--- src/rtl/gray_counter_pkg.sv ---
`default_nettype none
// ============================================================================
// Module      : gray_counter_pkg
// Description : Shared constants and Gray-encode helper for the Gray up/down
//               counter family.
// Revision    : 1.0 - initial release
// ============================================================================
package gray_counter_pkg;

    // Widest counter the family supports; bin2gray works at this width and
    // callers zero-extend / slice to their own WIDTH.
    localparam int GRAY_MAX_WIDTH = 16;

    // Direction encoding for the dir input.
    localparam logic DIR_UP   = 1'b0;
    localparam logic DIR_DOWN = 1'b1;

    // Binary-to-Gray conversion. Zero-extended inputs give zero upper bits,
    // so the caller's slice of the low WIDTH bits is the WIDTH-bit Gray code.
    function automatic logic [GRAY_MAX_WIDTH-1:0] bin2gray(
        input logic [GRAY_MAX_WIDTH-1:0] bin
    );
        return bin ^ (bin >> 1);
    endfunction

endpackage : gray_counter_pkg
`default_nettype wire

--- src/rtl/dff_ar.sv ---
`default_nettype none
// ============================================================================
// Module      : dff_ar
// Description : WIDTH-bit D register, asynchronous active-high reset to zero.
// Revision    : 1.0 - initial release
// ============================================================================
module dff_ar #(
    parameter int WIDTH = 1
) (
    input  logic             clk,
    input  logic             reset,
    input  logic [WIDTH-1:0] d,
    output logic [WIDTH-1:0] q
);

    // Capture d on every rising edge; reset clears immediately.
    always_ff @(posedge clk or posedge reset) begin
        if (reset) begin
            q <= '0;
        end else begin
            q <= d;
        end
    end

endmodule : dff_ar
`default_nettype wire

--- src/rtl/gray_updown_counter.sv ---
`default_nettype none
// ============================================================================
// Module      : gray_updown_counter
// Description : Parametrised up/down counter keeping binary and Gray-coded
//               registers in lockstep, with parallel load, wrap or saturate
//               at the range ends and a combinational terminal-count output
//               for cascading (upper stage en = lower stage tc).
//               Optional macro GRAY_COUNTER_SYNC_CLEAR_EN adds a synchronous
//               clear input clr with priority above load.
// Revision    : 1.0 - initial release
// ============================================================================
module gray_updown_counter
    import gray_counter_pkg::*;
#(
    parameter int WIDTH    = 3,
    parameter int SATURATE = 0
) (
    input  logic             clk,
    input  logic             reset,
`ifdef GRAY_COUNTER_SYNC_CLEAR_EN
    input  logic             clr,
`endif
    input  logic             en,
    input  logic             dir,
    input  logic             load,
    input  logic [WIDTH-1:0] load_val,
    output logic [WIDTH-1:0] count_bin,
    output logic [WIDTH-1:0] count_gray,
    output logic             tc,
    output logic             wrapped
);

    logic                      clr_active;
    logic                      at_max;
    logic                      at_min;
    logic                      at_end;
    logic [WIDTH-1:0]          bin_inc;
    logic [WIDTH-1:0]          bin_dec;
    logic [WIDTH-1:0]          bin_step;
    logic [WIDTH-1:0]          bin_next;
    logic [WIDTH-1:0]          gray_next;
    logic [GRAY_MAX_WIDTH-1:0] gray_full;
    logic                      wrapped_next;

`ifdef GRAY_COUNTER_SYNC_CLEAR_EN
    assign clr_active = clr;
`else
    assign clr_active = 1'b0;
`endif

    // Range-end detection against the registered count.
    assign at_max = &count_bin;
    assign at_min = ~|count_bin;
    assign at_end = (dir == DIR_UP) ? at_max : at_min;

    // WIDTH-bit step; carry/borrow drops out, giving modulo-2^WIDTH wrap.
    assign bin_inc  = count_bin + WIDTH'(1);
    assign bin_dec  = count_bin - WIDTH'(1);
    assign bin_step = (dir == DIR_DOWN) ? bin_dec : bin_inc;

    // Terminal count uses the live en/dir so a cascaded stage steps on the
    // same edge the lower stage rolls over.
    assign tc = en & at_end;

    // Next-state priority mux: clr > load > en > hold.
    always_comb begin
        bin_next     = count_bin;
        wrapped_next = 1'b0;
        if (clr_active) begin
            bin_next = '0;
        end else if (load) begin
            bin_next = load_val;
        end else if (en) begin
            if (!at_end) begin
                bin_next = bin_step;
            end else if (SATURATE == 0) begin
                bin_next     = bin_step;
                wrapped_next = 1'b1;
            end
        end
    end

    // Gray register is loaded from the encoded next binary value, so the two
    // registers can never disagree.
    assign gray_full = bin2gray(GRAY_MAX_WIDTH'(bin_next));
    assign gray_next = gray_full[WIDTH-1:0];

    generate
        if (WIDTH < GRAY_MAX_WIDTH) begin : g_gray_pad
            // Upper bits of the shared-width encoder are always zero here.
            logic unused_gray_hi;
            assign unused_gray_hi = |gray_full[GRAY_MAX_WIDTH-1:WIDTH];
        end
    endgenerate

    dff_ar #(
        .WIDTH (WIDTH)
    ) u_bin_reg (
        .clk   (clk),
        .reset (reset),
        .d     (bin_next),
        .q     (count_bin)
    );

    dff_ar #(
        .WIDTH (WIDTH)
    ) u_gray_reg (
        .clk   (clk),
        .reset (reset),
        .d     (gray_next),
        .q     (count_gray)
    );

    dff_ar #(
        .WIDTH (1)
    ) u_wrap_reg (
        .clk   (clk),
        .reset (reset),
        .d     (wrapped_next),
        .q     (wrapped)
    );

endmodule : gray_updown_counter
`default_nettype wire

--- config.mk ---
export PLATFORM = sky130hd
export DESIGN_NAME = gray_updown_counter
export DESIGN_NICKNAME = d
export VERILOG_FILES = /design/src/rtl/gray_counter_pkg.sv /design/src/rtl/dff_ar.sv /design/src/rtl/gray_updown_counter.sv
export SDC_FILE = /design/constraint.sdc
export NUM_CORES = 1
export LEC_CHECK = 0
export ABC_CLOCK_PERIOD_IN_PS = 1900
export BUFFER_PORTS_ARGS = -buffer_cell sky130_fd_sc_hd__buf_2
export CAP_MARGIN = 20
export CORE_AREA = 5 5 42 44
export CTS_CLUSTER_DIAMETER = 60
export CTS_CLUSTER_SIZE = 28
export DETAILED_ROUTE_END_ITERATION = 6
export DIE_AREA = 0 0 47 49
export PLACE_DENSITY = 0.52
export REMOVE_ABC_BUFFERS = 1
export SYNTH_ARGS = -nofsm -noshare
export SYNTH_HDL_FRONTEND = slang
export SYNTH_HIERARCHICAL = 1
export SYNTH_SLANG_ARGS = --single-unit
--- constraint.sdc ---
create_clock -name clk -period 1.9 [get_ports clk]
set_input_delay 0.38 -clock clk [delete_from_list [all_inputs] [get_ports clk]]
set_output_delay 0.38 -clock clk [all_outputs]
set_load 0.05 [all_outputs]
==> impl_metrics.tcl, run 1 <==
set metrics [dict create \
    route.detailed.drc 0 \
    synthesis.area_um2 349.1 \
    period_minus_slack_ns 1.886 \
    finalCritPeriodShare 0.9926 \
    synth_ff_type "dfrtp_1" \
    syn_to_final_growth_pct 78.49 \
    dr.pass1.iters 3 \
    critPathLaunchType "flop" \
    cts_root_buffer "clkbuf_4" \
    place_congestion 0.7231 \
    num-nets-final 76 \
    fillerInstances 151 \
    routed_wl_um 866 \
    synth_most_common_cell "dfrtp_1" \
    finalNonFillerCells 82 \
    holdPathStages 3 \
    fin_util 0.4446 \
    syn_inst 33 \
    slew_violations 0 \
    h-tree-depth 1 \
    ys_types 17 \
    yosys_register_bits 7 \
    cp.required_ns 1.52 \
    worstSetupPathType "flop to output port" \
    wire_per_inst_um 10.56 \
    power.density_nw_per_um2 911.7 \
    fmax_mhz 530.2 \
    tightest_slew_ns 0.3078 \
    hp-class "primary input to flop" \
    fp.dieArea_um2 2303 \
    p_leak_nw 0.3293 \
    min-delay-start "load_val[0]" \
    grt_max_degree 10 \
    clk_pin_slew_worst_paths_ns 0.05 \
    dpl.cell_count 69 \
    worst_ep_arrival_time_ns 1.51 \
    setup_viol_count_final 0 \
    rows 14 \
    ios 16 \
    use_met3 0.01476 \
    die_y_um 49 \
    syn_area_per_cell_um2 10.58 \
    grt_usage 0.09091 \
    final_layout_size_suffix_gt1_frac 0.5758 \
    cp-end-kind "output port" \
    grtUsageMet2 0.1335 \
    yosysSeqAreaShare 0.5018 \
    drv_cap 0 \
    grt_pass1_wl_um 1469 \
    grt_overflow 0 \
    coreArea_um2 1401 \
    via_per_inst 4.293 \
    post-place-ws_ns -0.03341 \
    synthTopCellsByCount "dfrtp_1, inv_1, nand2_1, xor2_1, o21ai_0" \
    cts_tree "built" \
    portBuffers 15 \
    antenna_left 0 \
    cts_inserted_buffers 3 \
    rsz0062_at_grt "true" \
    finalPower_uw 568.1 \
    r2r_cells 9 \
    globalRoute.busiestLayer "met2" \
    antenna_cells 0 \
    clk_path_buf_depth 2 \
    finalInstanceArea_um2 623.1 \
    yosys_warnings 6 \
    initial_utilization 0.2491 \
    clock_sinks 7 \
    synth_top_area_share 0.5018 \
    dp_hpwl_um 592.6 \
    maxSlewHeadroom 0.7934 \
    drtIter0Drc 1 \
    placed_area_um2 481.7 \
    synth_edf_count 0 \
    async_reset_ff_frac 1.000 \
    vias 352 \
    status "finished, final reports clean" \
    hold_viol 0 \
    synth.area.top_cells "dfrtp_1, xor2_1, inv_1" \
    finClkSkew_ns 0.003758 \
    r2r_start "u_bin_reg/q[1]" \
    antenna_found_initial 0 \
    use_met1 0.1016 \
    setup_ws_ns 0.01407 \
    die_w_um 47 \
    ir_worst_vdd_v 0.0003395 \
    cp_max_fo 2 \
    synth_top_cell_by_area "dfrtp_1" \
    insertion_delay_ns 0.24 \
    grt_pass1_vias 378 \
    cp-startpoint "u_bin_reg/q[1]" \
]
-- where the power goes --
| part | total (mW) | switching [mW] | internal, mW |
|---|---|---|---|
| registers | 0.185 | 0.00961 | 0.175 |
| clock network | 0.128 | 0.0479 | 0.0797 |
| logic | 0.256 | 0.166 | 0.0904 |
-- placed cells by master, fill, tap and decap left out --
cell	count
xor2_1	3
clkbuf_4	3
inv_1	5
xnor2_1	1
nand3b_1	1
or4_4	1
nor2b_4	1
nand4_1	1
nand3_4	1
o21ai_0	2
nor2_1	1
fa_2	1
o21ai_1	1
nand2_1	3
or4b_4	1
dlygate4sd3_1	1
inv_2	1
clkbuf_1	1
dfrtp_1	7
buf_2	13
buf_4	13
a22oi_1	1
buf_6	2
a21boi_4	1
-- final cells by class --
type / instances / area, µm² / share of cell area
Timing Repair Buffer: 29 / 195.2 / 0.3133
Multi-Input combinational cell: 20 / 183.9 / 0.2952
Sequential cell: 7 / 175.2 / 0.2811
Clock buffer: 4 / 26.28 / 0.04217
Inverter: 6 / 22.52 / 0.03614
Tap cell: 16 / 20.02 / 0.03213
-- state kept, by name (all words and copies together), names as in the netlist --
register / count
u_bin_reg/q: 3
u_gray_reg/q: 3
u_wrap_reg/q: 1
-- per-stage QoR --
step	hold slack, ns	TNS, ns
2_1_floorplan	0.1087	-1.097
3_3_place_gp	0.2358	-0.01092
3_5_place_dp	0.2374	-0.03341
4_1_cts	0.3955	-0.01706
5_1_grt	0.4102	-0.05362
6_report	0.4063	0
-- worst max-delay path, cell delays in order (launching register included) --
cell and delay [ns]:
dfrtp_1 0.38, or4_4 0.53, a21boi_4 0.17, buf_6 0.18
-- path summary, 6_finish.rpt --
check                      slack (ns)         endpoint
max                              0.01               tc
min                              0.41   u_bin_reg/q[0]
max reg2reg                      0.08     u_wrap_reg/q
min reg2reg                      0.78  u_gray_reg/q[1]
max in group asynchronous        1.19  u_gray_reg/q[1]
min in group asynchronous        0.53     u_wrap_reg/q
-- timing repair --
action	4_1_cts	5_1_grt
resized for setup	4	6
pin swaps	2	2
endpoints found under the setup margin	1	4
endpoints found under the hold margin	4	0
hold buffers	1	0
gates cloned	0	0
buffers inserted	8	0
-- logic make-up (layout without fill, tap and decap cells) --
kind of cell,after synthesis,count (layout),share of synthesized area
buffers and inverters,6,39,0.06451
DFF,7,7,0.5018
adders and majority gates,1,1,0.05735
xor gates and xnor gates,4,4,0.1004
AOI/OAI and AO/OA,5,5,0.08602
and+or+nand+nor,10,10,0.1900
-- layer usage --
| metal | routed length (µm) | vias to the layer above | share of wire |
|---|---|---|---|
| li1 | - | 174 | - |
| met1 | 335 | 165 | 0.39 |
| met2 | 470 | 13 | 0.54 |
| met3 | 59 | 0 | 0.068 |
| met4 | 0 | 0 | 0 |
| met5 | 0 | - | 0 |
Power figures use the tool's default switching activity.
==> inputs of run 2 (changes only) <==
- SYNTH_HIERARCHICAL: 1 -> unset
==> run 2 against run 1 <==
Final cell count fell by 17%. Count of clock-buffer cells in the layout is 1 lower. Sequential share of layout area up 1.7 points. Routed wire length shrank 16%. First-iteration DRC count did not move. Global-route usage decreased by 1.2 points. Critical endpoint unchanged.
==> impl_metrics.tcl, run 2 <==
set metrics [dict create \
    grt_pass1_wl_um 1235 \
    initial_utilization 0.2473 \
    clk_path_buf_depth 2 \
    seqPwrFrac 0.304 \
    finalPower_uw 553.5 \
    finalInstanceArea_um2 503.0 \
    via_per_inst 4.324 \
    finalCritPeriodShare 0.9950 \
    grt_pass1_vias 312 \
    synth.area.top_cells "dfrtp_1, xnor2_1, fa_1" \
    insertion_delay_ns 0.24 \
    yosys_register_bits 6 \
    rsz0062_at_grt "true" \
    critPathLaunchType "flop" \
    antenna_left 0 \
    clock_sinks 6 \
    yosysSeqAreaShare 0.4332 \
    cts_hold_buf 0 \
    syn_to_final_growth_pct 45.13 \
    slew_violations 0 \
    num-nets-final 63 \
    worst_ep_arrival_time_ns 1.51 \
    wire_per_inst_um 10.68 \
    period_minus_slack_ns 1.890 \
    tightest_slew_ns 0.3635 \
    maxSlewHeadroom 0.7507 \
    synth_most_common_cell "dfrtp_1" \
    swShare 0.4356 \
    hold_viol 0 \
    final_common_cell "buf_2" \
    synth_edf_count 0 \
    synthesis.area_um2 346.6 \
    synth_ff_type "dfrtp_1" \
    cts_tree "built" \
    final.setup.tns_ns 0 \
    synth_top_area_share 0.4332 \
    routed_wl_um 726 \
    post-place-ws_ns -0.01675 \
    layout_common_cells "buf_2, dfrtp_1, inv_1" \
    grt_overflow 0 \
    route.detailed.drc 0 \
    final_layout_size_suffix_gt1_frac 0.5192 \
    antenna_found_initial 0 \
    grt_usage 0.07932 \
    clk_pin_slew_worst_paths_ns 0.04 \
    cp.required_ns 1.52 \
    ios 16 \
    worstSetupPathType "flop to output port" \
    combPwrFrac 0.491 \
    yosys_warnings 0 \
    clockPowerShare 0.204 \
    status "finished, final reports clean" \
    cp_max_fo 3 \
    syn_area_per_cell_um2 11.18 \
    fp.dieArea_um2 2303 \
    cts_inserted_buffers 3 \
    rows 14 \
    setup_viol_count_final 0 \
    synth_top_cell_by_area "dfrtp_1" \
    power.density_nw_per_um2 1101 \
    ys_types 19 \
    p_leak_nw 0.2654 \
    portBuffers 15 \
    die_y_um 49 \
    h-tree-depth 1 \
    place_congestion 0.7155 \
    die_w_um 47 \
    ir_worst_vdd_v 0.0002555 \
    synthTopCellsByCount "dfrtp_1, inv_1, xnor2_1" \
    drtIter0Drc 1 \
    setup_ws_ns 0.009567 \
    switching_power_uw 241.1 \
    grt_max_degree 9 \
    regMostFlops "u_bin_reg.q" \
    p_int_uw 312.4 \
    syn_inst 31 \
    coreArea_um2 1401 \
    fin_util 0.3589 \
    dr.pass1.iters 2 \
    antenna_cells 0 \
    top_regs "u_bin_reg.q (3), u_gray_reg.q (2), u_wrap_reg.q (1)" \
    drv_cap 0 \
    vias 294 \
    cts_root_buffer "clkbuf_4" \
    largest_register_ffs 3 \
    fillerInstances 156 \
    dp_hpwl_um 577.3 \
    fmax_mhz 529.0 \
    finClkSkew_ns 0.001488 \
    async_reset_ff_frac 1.000 \
    hp-class "primary input to asynchronous set/reset pin" \
    cp-end-kind "output port" \
    placed_area_um2 437.9 \
]
==> run 2: cell families after synthesis <==
logic type	share of synthesized area
simple gates	0.1733
buf+inv	0.1083
fa+ha+maj	0.05776
mux	0.05776
flops	0.4332
compound gates	0.06858
xor+xnor	0.1011
==> run 2: through the flow <==
| step | hold slack [ns] | cells |
|---|---|---|
| final | 0.04111 | 68 |
| after global routing | 0.05963 | 68 |
| after floorplan | 0.1710 | 29 |
| after global placement | 0.3019 | 62 |
| after detailed placement | 0.3029 | 62 |
| after CTS | 0.04237 | 67 |
==> run 2: layer usage <==
layer | global-route usage | wire, µm | part of all wire
met5 | 0 | 0 | 0
met4 | 0.09677 | 23 | 0.032
met3 | 0.01107 | 54 | 0.074
met2 | 0.1222 | 351 | 0.48
met1 | 0.07606 | 297 | 0.41
==> run 2: timing repair <==
action                                  CTS  global route
setup buffers                             2             1
endpoints found under the setup margin    1             2
pin swaps                                 2             2
resized for setup                         2             3
==> run 2: power by group through the flow <==
stage	clock (mW)	sequential, mW	combinational [mW]
after floorplan	0	0.288	0.0692
after global placement	0	0.173	0.251
after detailed placement	0	0.172	0.253
after CTS	0.120	0.168	0.265
after global routing	0.122	0.171	0.292
final	0.113	0.168	0.272
==> run 2: worst max-delay path: stages, from the launching register on <==
cell and delay (ns):
dfrtp_1 0.40, or4_4 0.53, a21boi_4 0.16, buf_6 0.18
==> run 2: final timing paths <==
| kind | to | slack [ns] | from | depth (start not counted) |
|---|---|---|---|---|
| setup / recovery | tc | 0.01 | u_bin_reg.q[0] | 3 |
| hold / removal | u_wrap_reg.q | 0.04 | reset | 2 |
| setup reg to reg | u_gray_reg.q[1] | 0.07 | u_bin_reg.q[0] | 7 |
| hold reg to reg | u_wrap_reg.q | 0.73 | u_bin_reg.q[2] | 3 |
| max in group asynchronous | u_bin_reg.q[0] | 1.67 | reset | 2 |
| min in group clk | u_bin_reg.q[0] | 0.42 | load_val[0] | 3 |
==> run 2: layout make-up <==
| class | instances | area, µm² | share of cell area |
|---|---|---|---|
| clock buffer | 3 | 22.52 | 0.04478 |
| inverter | 5 | 18.77 | 0.03731 |
| multi-input combinational | 18 | 168.9 | 0.3358 |
| sequential | 6 | 150.1 | 0.2985 |
| tap | 16 | 20.02 | 0.03980 |
| timing repair buffer | 20 | 122.6 | 0.2438 |
==> inputs of run 3 (changes only) <==
- ABC_AREA: unset -> 1
- PLACE_DENSITY: 0.52 -> 0.56
==> run 3 against run 2 <==
Critical path depth up 2. Power down 16%. Sequential share of layout area up 0.22 points. Clock power up 4%. Sequential power down 6%. Largest cell class unchanged. Non-clock buffer count down 5.
==> impl_metrics.tcl, run 3 <==
set metrics [dict create \
    path_delay_family "flip-flops" \
    tightest_slew_ns 0.2514 \
    rows 14 \
    status "finished, final reports clean" \
    insertion_delay_ns 0.24 \
    syn_inst 49 \
    clockPowerShare 0.253 \
    cts_inserted_buffers 3 \
    worstPathCellList "inv_2, nor3_1, nand3_1, nand2_1, clkbuf_4" \
    cp.required_ns 1.52 \
    fp.dieArea_um2 2303 \
    rsz0062_at_grt "false" \
    route.detailed.drc 0 \
    drv_cap 0 \
    dp_hpwl_um 702.4 \
    whs_ns 0.03282 \
    ctsResizeCount 0 \
    yosysSeqAreaShare 0.3774 \
    period_minus_slack_ns 1.747 \
    swShare 0.4234 \
    regMostFlops "u_bin_reg.q" \
    grt_max_degree 10 \
    drtIter0Drc 6 \
    routed_wl_um 888 \
    cp_max_fo 6 \
    antenna_found_initial 0 \
    critPathLaunchType "flop" \
    coreArea_um2 1401 \
    post_cts_buffers 0 \
    finClkSkew_ns 0.003994 \
    slew_violations 0 \
    ios 16 \
    critical-path-slowest-cell "dfrtp_1" \
    synthTopCellsByCount "nand2_1, dfrtp_1, nand3_1" \
    dpl.cell_count 78 \
    clock_sinks 6 \
    async_reset_ff_frac 1.000 \
    critical_path.max_stage_delay_ns 0.45 \
    die_y_um 49 \
    initial_utilization 0.2839 \
    placed_area_um2 474.2 \
    cts_hold_buf 0 \
    worstSetupPathType "flop to output port" \
    final_layout_size_suffix_gt1_frac 0.4462 \
    dr.pass1.iters 2 \
    combPwrFrac 0.404 \
    p_int_uw 266.6 \
    synthesis.area_um2 397.9 \
    yosys_register_bits 6 \
    wire_per_inst_um 10.96 \
    cp-startpoint "u_bin_reg.q[2]" \
    cts_tree "built" \
    cp-end-kind "output port" \
    synth_ff_type "dfrtp_1" \
    finalNonFillerCells 81 \
    switching_power_uw 195.8 \
    maxSlewHeadroom 0.8336 \
    finalCritPeriodShare 0.9195 \
    crit_buf_inv 2 \
    synth_top_cell_by_area "dfrtp_1" \
    synth_top_area_share 0.3774 \
    grt_overflow 0 \
    yosys_warnings 0 \
    p_leak_nw 0.2762 \
    grt_pass1_vias 379 \
    clk_pin_slew_worst_paths_ns 0.05 \
    hold_viol 0 \
    synth_edf_count 0 \
    via_per_inst 4.494 \
    ys_types 17 \
    r2r_start "u_bin_reg.q[0]" \
    top_regs "u_bin_reg.q (3), u_gray_reg.q (2), u_wrap_reg.q (1)" \
    grt_usage 0.09149 \
    die_w_um 47 \
    grt_pass1_wl_um 1524 \
    antenna_left 0 \
    place_congestion 0.7480 \
    fmax_mhz 572.4 \
    h-tree-depth 1 \
    seqPwrFrac 0.343 \
    synth_most_common_cell "nand2_1" \
    largest_register_ffs 3 \
    layout_common_cells "buf_2, nand2_1, nand3_1, dfrtp_1" \
    syn_area_per_cell_um2 8.120 \
    antenna_cells 0 \
    hp-class "primary input to asynchronous set/reset pin" \
    power.density_nw_per_um2 926.2 \
    finalInstanceArea_um2 499.2 \
    finalPower_uw 462.4 \
    num-nets-final 76 \
    final_common_cell "buf_2" \
    setup_viol_count_final 0 \
    cts_root_buffer "clkbuf_4" \
    clk_path_buf_depth 2 \
    portBuffers 15 \
    ir_worst_vdd_v 0.0004728 \
    final.setup.tns_ns 0 \
    worst_ep_arrival_time_ns 1.37 \
    synth.area.top_cells "dfrtp_1, nand2_1, nand3_1" \
    syn_to_final_growth_pct 25.47 \
    fillerInstances 159 \
    vias 364 \
]
run 3: power groups by stage:
stage / Clock (mW) / Combinational [mW] / Sequential (mW)
6_report: 0.117 / 0.187 / 0.158
5_1_grt: 0.132 / 0.203 / 0.162
4_1_cts: 0.122 / 0.187 / 0.159
3_5_place_dp: 0 / 0.187 / 0.161
3_3_place_gp: 0 / 0.186 / 0.160
2_1_floorplan: 0 / 0.0702 / 0.229
run 3: per-layer routing:
layer  vias up  wire [µm]  global-route usage
met5         -          0                   0
met4         0          0             0.04147
met3         0         71             0.03321
met2        14        437              0.1244
met1       165        379              0.1258
li1        185          -                   -
run 3: stage by stage:
stage               utilization  setup WS (ns)
global route             0.3563        0.02096
CTS                      0.3545         0.1108
global placement         0.3384         0.2694
finish                   0.3563         0.1529
detailed placement       0.3384         0.2507
floorplan                     -        -0.1758
run 3: worst paths after layout:
kind	slack, ns	end	depth (start not counted)
setup / recovery	0.15	tc	5
hold / removal	0.03	u_gray_reg.q[0]	2
setup reg to reg	0.32	u_gray_reg.q[1]	9
hold reg to reg	0.62	u_bin_reg.q[0]	2
max in group asynchronous	1.68	u_gray_reg.q[1]	2
min in group clk	0.37	u_bin_reg.q[0]	3
run 3: area by class of cell:
| type | instances | area, µm² | area share |
|---|---|---|---|
| sequential | 6 | 150.1 | 0.3008 |
| timing repair buffer | 15 | 77.57 | 0.1554 |
| multi-input combinational | 31 | 191.4 | 0.3835 |
| clock buffer | 3 | 22.52 | 0.04511 |
| tap | 16 | 20.02 | 0.04010 |
| inverter | 10 | 37.54 | 0.07519 |
run 3: cell families (layout without fill, tap and decap cells):
kind of cell | count (synthesis) | count (layout) | share of synthesized area
buffers and inverters | 12 | 28 | 0.1415
AOI/OAI and AO/OA | 4 | 4 | 0.07862
and+or+nand+nor | 25 | 25 | 0.3302
adders and majority gates | 1 | 1 | 0.05032
DFF | 6 | 6 | 0.3773
xor gates and xnor gates | 1 | 1 | 0.02202
